### config.mk
export PLATFORM = sky130hd
export DESIGN_NAME = ps2_key_cmd
export DESIGN_NICKNAME = d
export VERILOG_FILES = /design/src/rtl/ps2_cmd_pkg.sv /design/src/rtl/key_cmd_fifo.sv /design/src/rtl/ps2_key_cmd.sv
export SDC_FILE = /design/constraint.sdc
export NUM_CORES = 1
export LEC_CHECK = 0
export ABC_AREA = 1
export CAP_MARGIN = 0
export CORE_ASPECT_RATIO = 0.9
export CORE_MARGIN = 8
export CORE_UTILIZATION = 30
export DETAILED_ROUTE_END_ITERATION = 10
export PLACE_DENSITY_LB_ADDON = 0.12
export SLEW_MARGIN = 20
export SYNTH_ARGS = -nofsm -noshare
export SYNTH_HDL_FRONTEND = slang
export SYNTH_SLANG_ARGS = --single-unit
### constraint.sdc
create_clock -name clk -period 2.3 [get_ports clk]
set_clock_uncertainty 0.15 [all_clocks]
set_input_delay 0.46 -clock clk [delete_from_list [all_inputs] [get_ports clk]]
set_output_delay 0.46 -clock clk [all_outputs]
set_load 0.05 [all_outputs]
### src/rtl/ps2_cmd_pkg.sv
// Shared types for the PS/2 key command stage: command codes, scan codes, FSM states.
// Define PS2_KEY_CMD_UNDO_EN to map Backspace (0x66) to the UNDO command.
package ps2_cmd_pkg;

  typedef enum logic [2:0] {
    CMD_NONE     = 3'd0,
    CMD_HOME_P2  = 3'd1,
    CMD_HOME_P3  = 3'd2,
    CMD_GUEST_P2 = 3'd3,
    CMD_GUEST_P3 = 3'd4,
    CMD_PAUSE    = 3'd5,
    CMD_UNDO     = 3'd6
  } cmd_e;

  localparam logic [7:0] SC_A     = 8'h1C;
  localparam logic [7:0] SC_S     = 8'h1B;
  localparam logic [7:0] SC_K     = 8'h42;
  localparam logic [7:0] SC_L     = 8'h4B;
  localparam logic [7:0] SC_SPACE = 8'h29;
  localparam logic [7:0] SC_BKSP  = 8'h66;

  typedef enum logic [1:0] {
    ST_RELEASED = 2'd0,
    ST_QUALIFY  = 2'd1,
    ST_HELD     = 2'd2
  } key_state_e;

`ifdef PS2_KEY_CMD_UNDO_EN
  localparam bit UNDO_EN = 1'b1;
`else
  localparam bit UNDO_EN = 1'b0;
`endif

  // CMD_NONE means "recognised press, but nothing to queue".
  function automatic cmd_e decode_scan(input logic [7:0] sc);
    cmd_e res;
    res = CMD_NONE;
    case (sc)
      SC_A:     res = CMD_HOME_P2;
      SC_S:     res = CMD_HOME_P3;
      SC_K:     res = CMD_GUEST_P2;
      SC_L:     res = CMD_GUEST_P3;
      SC_SPACE: res = CMD_PAUSE;
      SC_BKSP:  res = UNDO_EN ? CMD_UNDO : CMD_NONE;
      default:  res = CMD_NONE;
    endcase
    return res;
  endfunction

endpackage

### src/rtl/key_cmd_fifo.sv
// Small command FIFO; a push on a full FIFO is still taken when a pop happens that cycle.
module key_cmd_fifo
  import ps2_cmd_pkg::*;
#(
  parameter int DEPTH = 4
) (
  input  logic clk,
  input  logic reset,
  input  logic push,
  input  cmd_e push_data,
  input  logic pop,
  output logic full,
  output logic empty,
  output cmd_e head
);

  localparam int AW = (DEPTH > 1) ? $clog2(DEPTH) : 1;

  logic [2:0]    mem [DEPTH];
  logic [AW-1:0] wr_ptr_reg;
  logic [AW-1:0] rd_ptr_reg;
  logic [AW:0]   count_reg;
  logic          push_acc;
  logic          pop_acc;

  assign empty    = (count_reg == '0);
  assign full     = (count_reg == (AW+1)'(DEPTH));
  assign pop_acc  = pop & ~empty;
  assign push_acc = push & (~full | pop_acc);
  assign head     = empty ? CMD_NONE : cmd_e'(mem[rd_ptr_reg]);

  // Storage carries no reset; only the pointers define validity.
  always_ff @(posedge clk) begin
    if (push_acc) begin
      mem[wr_ptr_reg] <= push_data;
    end
  end

  // DEPTH is a power of two, so pointers wrap naturally.
  always_ff @(posedge clk) begin
    if (reset) begin
      wr_ptr_reg <= '0;
      rd_ptr_reg <= '0;
      count_reg  <= '0;
    end else begin
      if (push_acc) wr_ptr_reg <= wr_ptr_reg + 1'b1;
      if (pop_acc)  rd_ptr_reg <= rd_ptr_reg + 1'b1;
      case ({push_acc, pop_acc})
        2'b10:   count_reg <= count_reg + 1'b1;
        2'b01:   count_reg <= count_reg - 1'b1;
        default: count_reg <= count_reg;
      endcase
    end
  end

endmodule

### src/rtl/ps2_key_cmd.sv
// Resynchronises PS/2 scanner output, qualifies each press and queues one command per press.
// Backspace/UNDO decoding is enabled by defining PS2_KEY_CMD_UNDO_EN.
module ps2_key_cmd
  import ps2_cmd_pkg::*;
#(
  parameter int STABLE_CYC = 4,
  parameter int DEPTH      = 4
) (
  input  logic       clk,
  input  logic       reset,
  input  logic [7:0] ps2_byte,
  input  logic       ps2_state,
  input  logic       cmd_ready,
  output logic       cmd_valid,
  output logic [2:0] cmd,
  output logic       overflow
);

  localparam logic [7:0] CNT_LAST = 8'(STABLE_CYC - 1);

  logic [8:0] raw_in;
  logic [8:0] sync1_reg;
  logic [8:0] sync2_reg;
  logic [7:0] s_byte;
  logic       s_state;

  key_state_e state_reg;
  logic [7:0] cap_reg;
  logic [7:0] cnt_reg;
  logic       overflow_reg;

  logic       qualified;
  cmd_e       decoded;
  logic       push_req;
  logic       pop;
  logic       fifo_full;
  logic       fifo_empty;
  cmd_e       fifo_head;

  assign raw_in = {ps2_state, ps2_byte};

  // Two-flop synchroniser per bit; byte bits are only trusted after stability qualification.
  generate
    for (genvar gi = 0; gi < 9; gi++) begin : g_sync
      always_ff @(posedge clk) begin
        if (reset) begin
          sync1_reg[gi] <= 1'b0;
          sync2_reg[gi] <= 1'b0;
        end else begin
          sync1_reg[gi] <= raw_in[gi];
          sync2_reg[gi] <= sync1_reg[gi];
        end
      end
    end
  endgenerate

  assign s_byte  = sync2_reg[7:0];
  assign s_state = sync2_reg[8];

  assign qualified = (state_reg == ST_QUALIFY) && s_state &&
                     (s_byte == cap_reg) && (cnt_reg == CNT_LAST);
  assign decoded   = decode_scan(cap_reg);
  assign push_req  = qualified && (decoded != CMD_NONE);
  assign pop       = cmd_valid & cmd_ready;

  always_ff @(posedge clk) begin
    if (reset) begin
      state_reg <= ST_RELEASED;
      cap_reg   <= '0;
      cnt_reg   <= '0;
    end else begin
      case (state_reg)
        ST_RELEASED: begin
          if (s_state) begin
            state_reg <= ST_QUALIFY;
            cap_reg   <= s_byte;
            cnt_reg   <= '0;
          end
        end
        ST_QUALIFY: begin
          if (!s_state) begin
            state_reg <= ST_RELEASED;
          end else if (s_byte != cap_reg) begin
            cap_reg <= s_byte;
            cnt_reg <= '0;
          end else if (cnt_reg == CNT_LAST) begin
            state_reg <= ST_HELD;
          end else begin
            cnt_reg <= cnt_reg + 1'b1;
          end
        end
        ST_HELD: begin
          // Typematic repeats and byte changes are ignored until release.
          if (!s_state) state_reg <= ST_RELEASED;
        end
        default: state_reg <= ST_RELEASED;
      endcase
    end
  end

  always_ff @(posedge clk) begin
    if (reset) begin
      overflow_reg <= 1'b0;
    end else if (push_req && fifo_full && !pop) begin
      overflow_reg <= 1'b1;
    end
  end

  key_cmd_fifo #(
    .DEPTH(DEPTH)
  ) u_fifo (
    .clk      (clk),
    .reset    (reset),
    .push     (push_req),
    .push_data(decoded),
    .pop      (pop),
    .full     (fifo_full),
    .empty    (fifo_empty),
    .head     (fifo_head)
  );

  assign cmd_valid = ~fifo_empty;
  assign cmd       = fifo_head;
  assign overflow  = overflow_reg;

endmodule

==> results.ini, run 1 <==
[placed_design]
dp_hpwl_mm = 3.68
place_area_sq_um = 3160
place_inst = 501
gp_congestion = 0.757
place.port_buffers = 16

[setup_path]
start_kind = register
worstSetupEndpoint = u_fifo.count_reg[1]
worst-path-buf-inv = 1
reg2reg_from = cap_reg[0]
cp_top_family = simple AND/OR/NAND/NOR gates
critPathArrivalTime_ns = 2.30
critPathLaunch = cap_reg[0]
crit_path_end_kind = register
path_cells = xnor2_2, nand2_2, nor2_4, nand3_4, nor2_4, nand3_4, ha_4, inv_4, fa_2, nor2_1, a21oi_1, nor2_1
path_class = reg2reg
r2r_cells = 12
max_stage_delay_ns = 0.42
cp.depth = 12
reg2reg_to = u_fifo.count_reg[1]
path_max_fanout = 6
cp_slowest_cell = fa_2
crit_required_ns = 2.41
ff2ff_setup_slack_ns = 0.11

[timing]
setup_viol = 0
max_slew_margin_pct = 66.5
tightest_slew_ns = 0.502
finalCritPeriodShare_pct = 95.1
max_freq_mhz = 457
final-max-slew-violation-count = 0
fin_crit_ns = 2.19
hold_viol = 0
rsz0062_at_grt = yes

[floorplanning]
start_util_pct = 30.2
io_pins = 17
die_h_um = 106
num_rows = 33
die-area_sq_um = 12300
fp.dieW_um = 116
core_area_sq_um = 8920

[yosys]
synth_cell_type_count = 28
yosysWarnings = 0
synth_area_per_cell_sq_um = 7.71
synth_cells = 350
syn_nets = 369
syn_area_sq_um = 2700
synth-seq-cells = 58
yosysSeqAreaShare_pct = 47.5

[drt]
drtIter0Drc = 42
drt_wl_total_mm = 5.09
drc = 0
vias = 2107
wl_per_cell_um = 9.83
drt_pre_antenna_iters = 4
postRouteAntennaNets = 0
routed_via_density = 4.07

[layout]
drive_above_1_share_pct = 23.2
antenna_cells = 0
largest_reg_flops = 12
area_delta_synth_final_pct = 30.3
design_area_sq_um = 3510
fillers = 940
finalNetCount = 410
stdcell_count = 518

[pwr]
ir_drop_uv = 303
total_leakage_power_nw = 1.47
power_density_nw_per_um2 = 635

[clock_network]
cts_tree = yes
clkSlewWorstSetupHoldPaths_ns = 0.06
clk_path_buf_depth = 2
ctsHoldBuffers = 0
clock-sinks = 58
insertion_delay_ns = 0.33
cts_root_buf = clkbuf_8
htree_levels = 3
cts_inserted_buffers = 9

[min_path]
hp-class = reg2reg

[flow_run]
cap_violations = 0

[global_route]
grt_pass1_vias = 2084
grt_max_degree = 26
grtUsageTotal_pct = 9.35
grt_pass1_wl_mm = 9.09
gr-total-overflow = 0
antenna_found_initial = 0

[run_status]
status = finished clean

## cells in the mapped netlist, drive strengths merged
cell / number / share of area, %
nand3b: 1 / 0.28
dfxtp: 46 / 34
nor2: 85 / 14
nor3: 1 / 0.19
nand3: 18 / 4.5
o21ai: 21 / 4.0
clkbuf: 4 / 0.56
clkinv: 5 / 0.74
fa: 1 / 0.74
nand2: 56 / 9.0
buf: 1 / 0.19
edfxtp: 12 / 13
nand4: 7 / 1.6
a21oi: 16 / 3.0
inv: 61 / 8.5
ha: 6 / 2.8
xnor2: 9 / 2.9
## worst min path at each step
stage | start | end | slack, ns | cells past startpoint
after floorplan | sync1_reg[0] | s_byte[0] | 0.24 | 2
after global placement | sync1_reg[0] | s_byte[0] | 0.24 | 2
after detailed placement | sync1_reg[3] | s_byte[3] | 0.24 | 2
after CTS | sync1_reg[4] | s_byte[4] | 0.25 | 2
after global routing | sync1_reg[3] | s_byte[3] | 0.26 | 2
final | sync1_reg[3] | s_byte[3] | 0.24 | 2
## layout by cell type (no fill, tap or decap), types with 6 or more instances in the layout
cell              n
nor2_1           76
inv_1            54
nand2_1          40
dfxtp_1          36
buf_4            19
o21ai_0          17
a21oi_1          15
nand3_1          14
nand2_2          13
clkdlybuf4s50_1  12
edfxtp_1         12
clkbuf_8          9
nor2_4            7
nand4_1           7
inv_2             6
dfxtp_4           6
## per-stage QoR
stage                     TNS, ns  hold slack [ns]  power (mW)  utilization [%]  worst slack, ns
after floorplan                 0            0.238        1.19                -           0.0478
after global placement     -0.151            0.241        1.24             35.4           -0.141
after detailed placement   -0.249            0.242        1.24             35.4           -0.207
after CTS                       0            0.249        2.25             37.9          0.00169
after global routing      -0.0482            0.257        2.33             39.4          -0.0482
final                           0            0.243        2.23             39.4            0.112
## power breakdown
part,leakage (nW),switching [mW],internal [mW]
registers,0.493,0.0184,1.05
logic,0.869,0.0876,0.0749
clock network,0.107,0.387,0.609
total,1.47,0.493,1.74
## layer usage
| metal | GRT usage [%] | vias to the layer above | routed length [um] |
|---|---|---|---|
| met5 | 0 | - | 0 |
| met4 | 5.00 | 0 | 94 |
| li1 | - | 1161 | - |
| met3 | 3.12 | 9 | 163 |
| met2 | 15.3 | 23 | 2420 |
| met1 | 10.5 | 914 | 2420 |
## logic make-up after synthesis
family	count (synthesis)	synth area share, %
compound gates	37	7.00
xor+xnor	9	2.92
fa+ha+maj	7	3.53
buf+inv	71	9.97
flops	58	47.5
simple gates	168	29.1
## tightest hold or removal path, delay by kind of cell (launching register included)
family	cells	cell delay, ns
buf+inv	1	0.04
simple gates	1	0.03
flops	1	0.29
## timing repair
action | 4_1_cts | 5_1_grt
pin swaps | 0 | 24
gates resized for setup | 6 | 42
setup buffers | 0 | 1
setup endpoints to repair | 1 | 3
## cell type report
class / instances / area, sq um / area share, %
flip-flops and latches: 58 / 1310 / 37.2
clock inverters: 5 / 78.8 / 2.24
well taps: 122 / 153 / 4.34
repair buffers: 35 / 335 / 9.54
inverters: 66 / 251 / 7.16
clock buffers: 11 / 131 / 3.74
multi-input cells: 221 / 1260 / 35.7
(Power assumes the default switching activity.)
==> run 2, diff against run 1 <==
ABC_AREA = not set   (was 1)
SYNTH_HIERARCHICAL = 1   (was not set)
==> run 2 against run 1 <==
  * The flow now finishes with violations (negative setup slack)
  * Flip-flop and latch count unchanged
  * Total power decreased by 4.3%
  * Clock power decreased by 2.3%
  * Count of clock-buffer cells in the layout up 3
  * Critical endpoint is now u_fifo/count_reg[2]
==> results.ini, run 2 <==
[pwr]
combinationalPowerShare_pct = 5.0
internal_power_mw = 1.69
ir_drop_uv = 291
clockPowerShare_pct = 45.6
pwr-share-seq_pct = 49.5
total_leakage_power_nw = 1.38
power.net_switching_mw = 0.445
swShare_pct = 20.8
power_density_nw_per_um2 = 580

[drt]
postRouteAntennaNets = 0
drt_wl_total_mm = 5.78
drtIter0Drc = 53
drt_pre_antenna_iters = 4
drc = 0
vias = 2002
routed_via_density = 4.48
wl_per_cell_um = 12.9

[setup_path]
reg2reg_from = cap_reg[1]
crit_path_end_kind = register
max_stage_delay_ns = 0.40
cp_slowest_cell = fa_2
reg2reg_to = u_fifo/count_reg[2]
path_class = reg2reg
ff2ff_setup_slack_ns = -0.49
path_common_cell = o31ai_4
start_kind = register
crit_required_ns = 2.37
r2r_cells = 9
path_cells = and3b_1, o2111a_2, o31ai_4, nor4b_4, or2b_1, fa_2, nand2b_4, o31ai_4, mux2_4
critPathArrivalTime_ns = 2.86
critPathLaunch = cap_reg[1]
path_max_fanout = 7

[clock_network]
clk_path_buf_depth = 2
cts_root_buf = clkbuf_8
ctsHoldBuffers = 0
cts_tree = yes
clkSlewWorstSetupHoldPaths_ns = 0.06
insertion_delay_ns = 0.33
cts_inserted_buffers = 9
clock-sinks = 58
htree_levels = 3

[layout]
design_area_sq_um = 3680
finalNetCount = 341
multiInputGateArea_sq_um = 1440
largest_reg_flops = 12
layout_commonest_cell = buf_4
final_cell_mix = 52 x buf_4, 37 x dfxtp_1, 25 x nor2b_1, 20 x nand2_1
stdcell_count = 447
fillers = 836
antenna_cells = 0
drive_above_1_share_pct = 35.1
utilization_pct = 43.2
regArea_sq_um = 1300
area_delta_synth_final_pct = 40.8

[yosys]
synth_area_leaders = dfxtp_1 35%, edfxtp_1 14%, nor2b_1 6.0%
ys_top_cells_by_count = 46 x dfxtp_1, 25 x nor2b_1, 20 x nand2_1
synth_cell_type_count = 55
synth-edff-count = 12
synth_cells = 255
synthArstFlopShare_pct = 0
ys_dominant_reg_cell = dfxtp_1
synth_top_area_share_pct = 35.2
yosysSeqAreaShare_pct = 48.9
synth-seq-cells = 58
syn_area_sq_um = 2620
synth_area_per_cell_sq_um = 10.3
yosysWarnings = 6
syn_nets = 273
yosys.area.top_type = dfxtp_1
yosysMostFrequentCell = dfxtp_1

[timing]
fin_crit_ns = 2.79
setup_viol = 17
max_freq_mhz = 359
hold_viol = 0
finalCritPeriodShare_pct = 121
setup_slack_ns = -0.488
fin_tns_setup_ns = -4.26
rsz0062_at_grt = yes
max_slew_margin_pct = 58.0
tightest_slew_ns = 0.628
final-max-slew-violation-count = 0

[global_route]
antenna_found_initial = 0
grt_pass1_vias = 2046
grtUsageTotal_pct = 10.3
grt_pass1_wl_mm = 9.69
grt_max_degree = 18
gr-total-overflow = 0

[floorplanning]
die_h_um = 105
start_util_pct = 30.7
num_rows = 32
die-area_sq_um = 12000
io_pins = 17
fp.dieW_um = 114
core_area_sq_um = 8530

[flow_run]
cap_violations = 0

[placed_design]
place_area_sq_um = 3200
dp_slack_ns = -0.591
dp_hpwl_mm = 3.94
place.port_buffers = 16
place_inst = 423
gp_congestion = 0.769

[min_path]
min_to = s_byte[3]
hp-start = sync1_reg[3]
whs_path_depth = 1
hp-class = reg2reg

[run_status]
status = complete, but fails checks
violations = negative setup slack

-- run 2: cell count changes after synthesis, moves of 5 or more --
cell      delta
nand2_1     -29
nor2b_1     +25
nand2b_1     +5
nor3_1       +5
o21ai_0     -16
nor2_1      -67
nand4_1      -6
inv_1       -49
nand3_1      -7
-- run 2: power by group through the flow --
stage	Clock [mW]	Combinational (mW)	Sequential [mW]
after floorplan	0	0.0492	1.08
after global placement	0	0.0993	1.08
after detailed placement	0	0.0996	1.08
after CTS	1.01	0.101	1.06
after global routing	1.06	0.117	1.06
final	0.973	0.106	1.06
-- run 2: layout make-up --
class	count	area share, %
well taps	119	4.04
flip-flops and latches	58	35.3
clock inverters	2	0.951
repair buffers	68	15.1
clock buffers	14	4.69
multi-input cells	177	39.0
inverters	9	0.917
-- run 2: repair_timing --
item	4_1_cts	5_1_grt
resized for setup	13	35
buffers inserted	2	6
setup endpoints to repair	17	23
pin swaps	0	13
-- run 2: worst max-delay path, delay by kind of cell, from the launching register on --
family / cells / cell delay (ns)
compound gates: 3 / 0.77
fa+ha+maj: 1 / 0.40
mux: 1 / 0.31
flops: 1 / 0.37
simple gates: 4 / 0.68
-- run 2: logic make-up after synthesis --
kind of cell	Yosys count	synth area share, %
compound gates	33	8.27
simple gates	115	26.9
buf+inv	20	3.20
xor+xnor	15	5.02
mux	8	4.54
fa+ha+maj	6	3.15
flops	58	48.9
-- run 2: routing by layer --
layer	GRT usage [%]	vias to the layer above	routed length, um
met4	4.75	0	83
met5	0	-	0
li1	-	1037	-
met3	3.57	8	207
met1	12.6	927	2780
met2	15.9	30	2710
-- run 2: worst max path at each step --
stage | to | slack, ns
after detailed placement | u_fifo/count_reg[2] | -0.59
final | u_fifo/count_reg[2] | -0.49
after CTS | u_fifo/count_reg[2] | -0.43
after global placement | u_fifo/count_reg[2] | -0.58
after global routing | u_fifo/count_reg[1] | -0.60
after floorplan | u_fifo/count_reg[2] | -0.55
-- run 2: per-stage QoR --
step	hold WS, ns	total power [mW]
after floorplan	0.264	1.13
after global placement	0.269	1.18
after detailed placement	0.271	1.18
after CTS	0.289	2.17
after global routing	0.303	2.24
final	0.284	2.14
==> run 3, diff against run 2 <==
HOLD_SLACK_MARGIN = 0.03   (was not set)
==> results of run 3 <==
The final DEF is identical to that of run 2; final timing and power are the same.
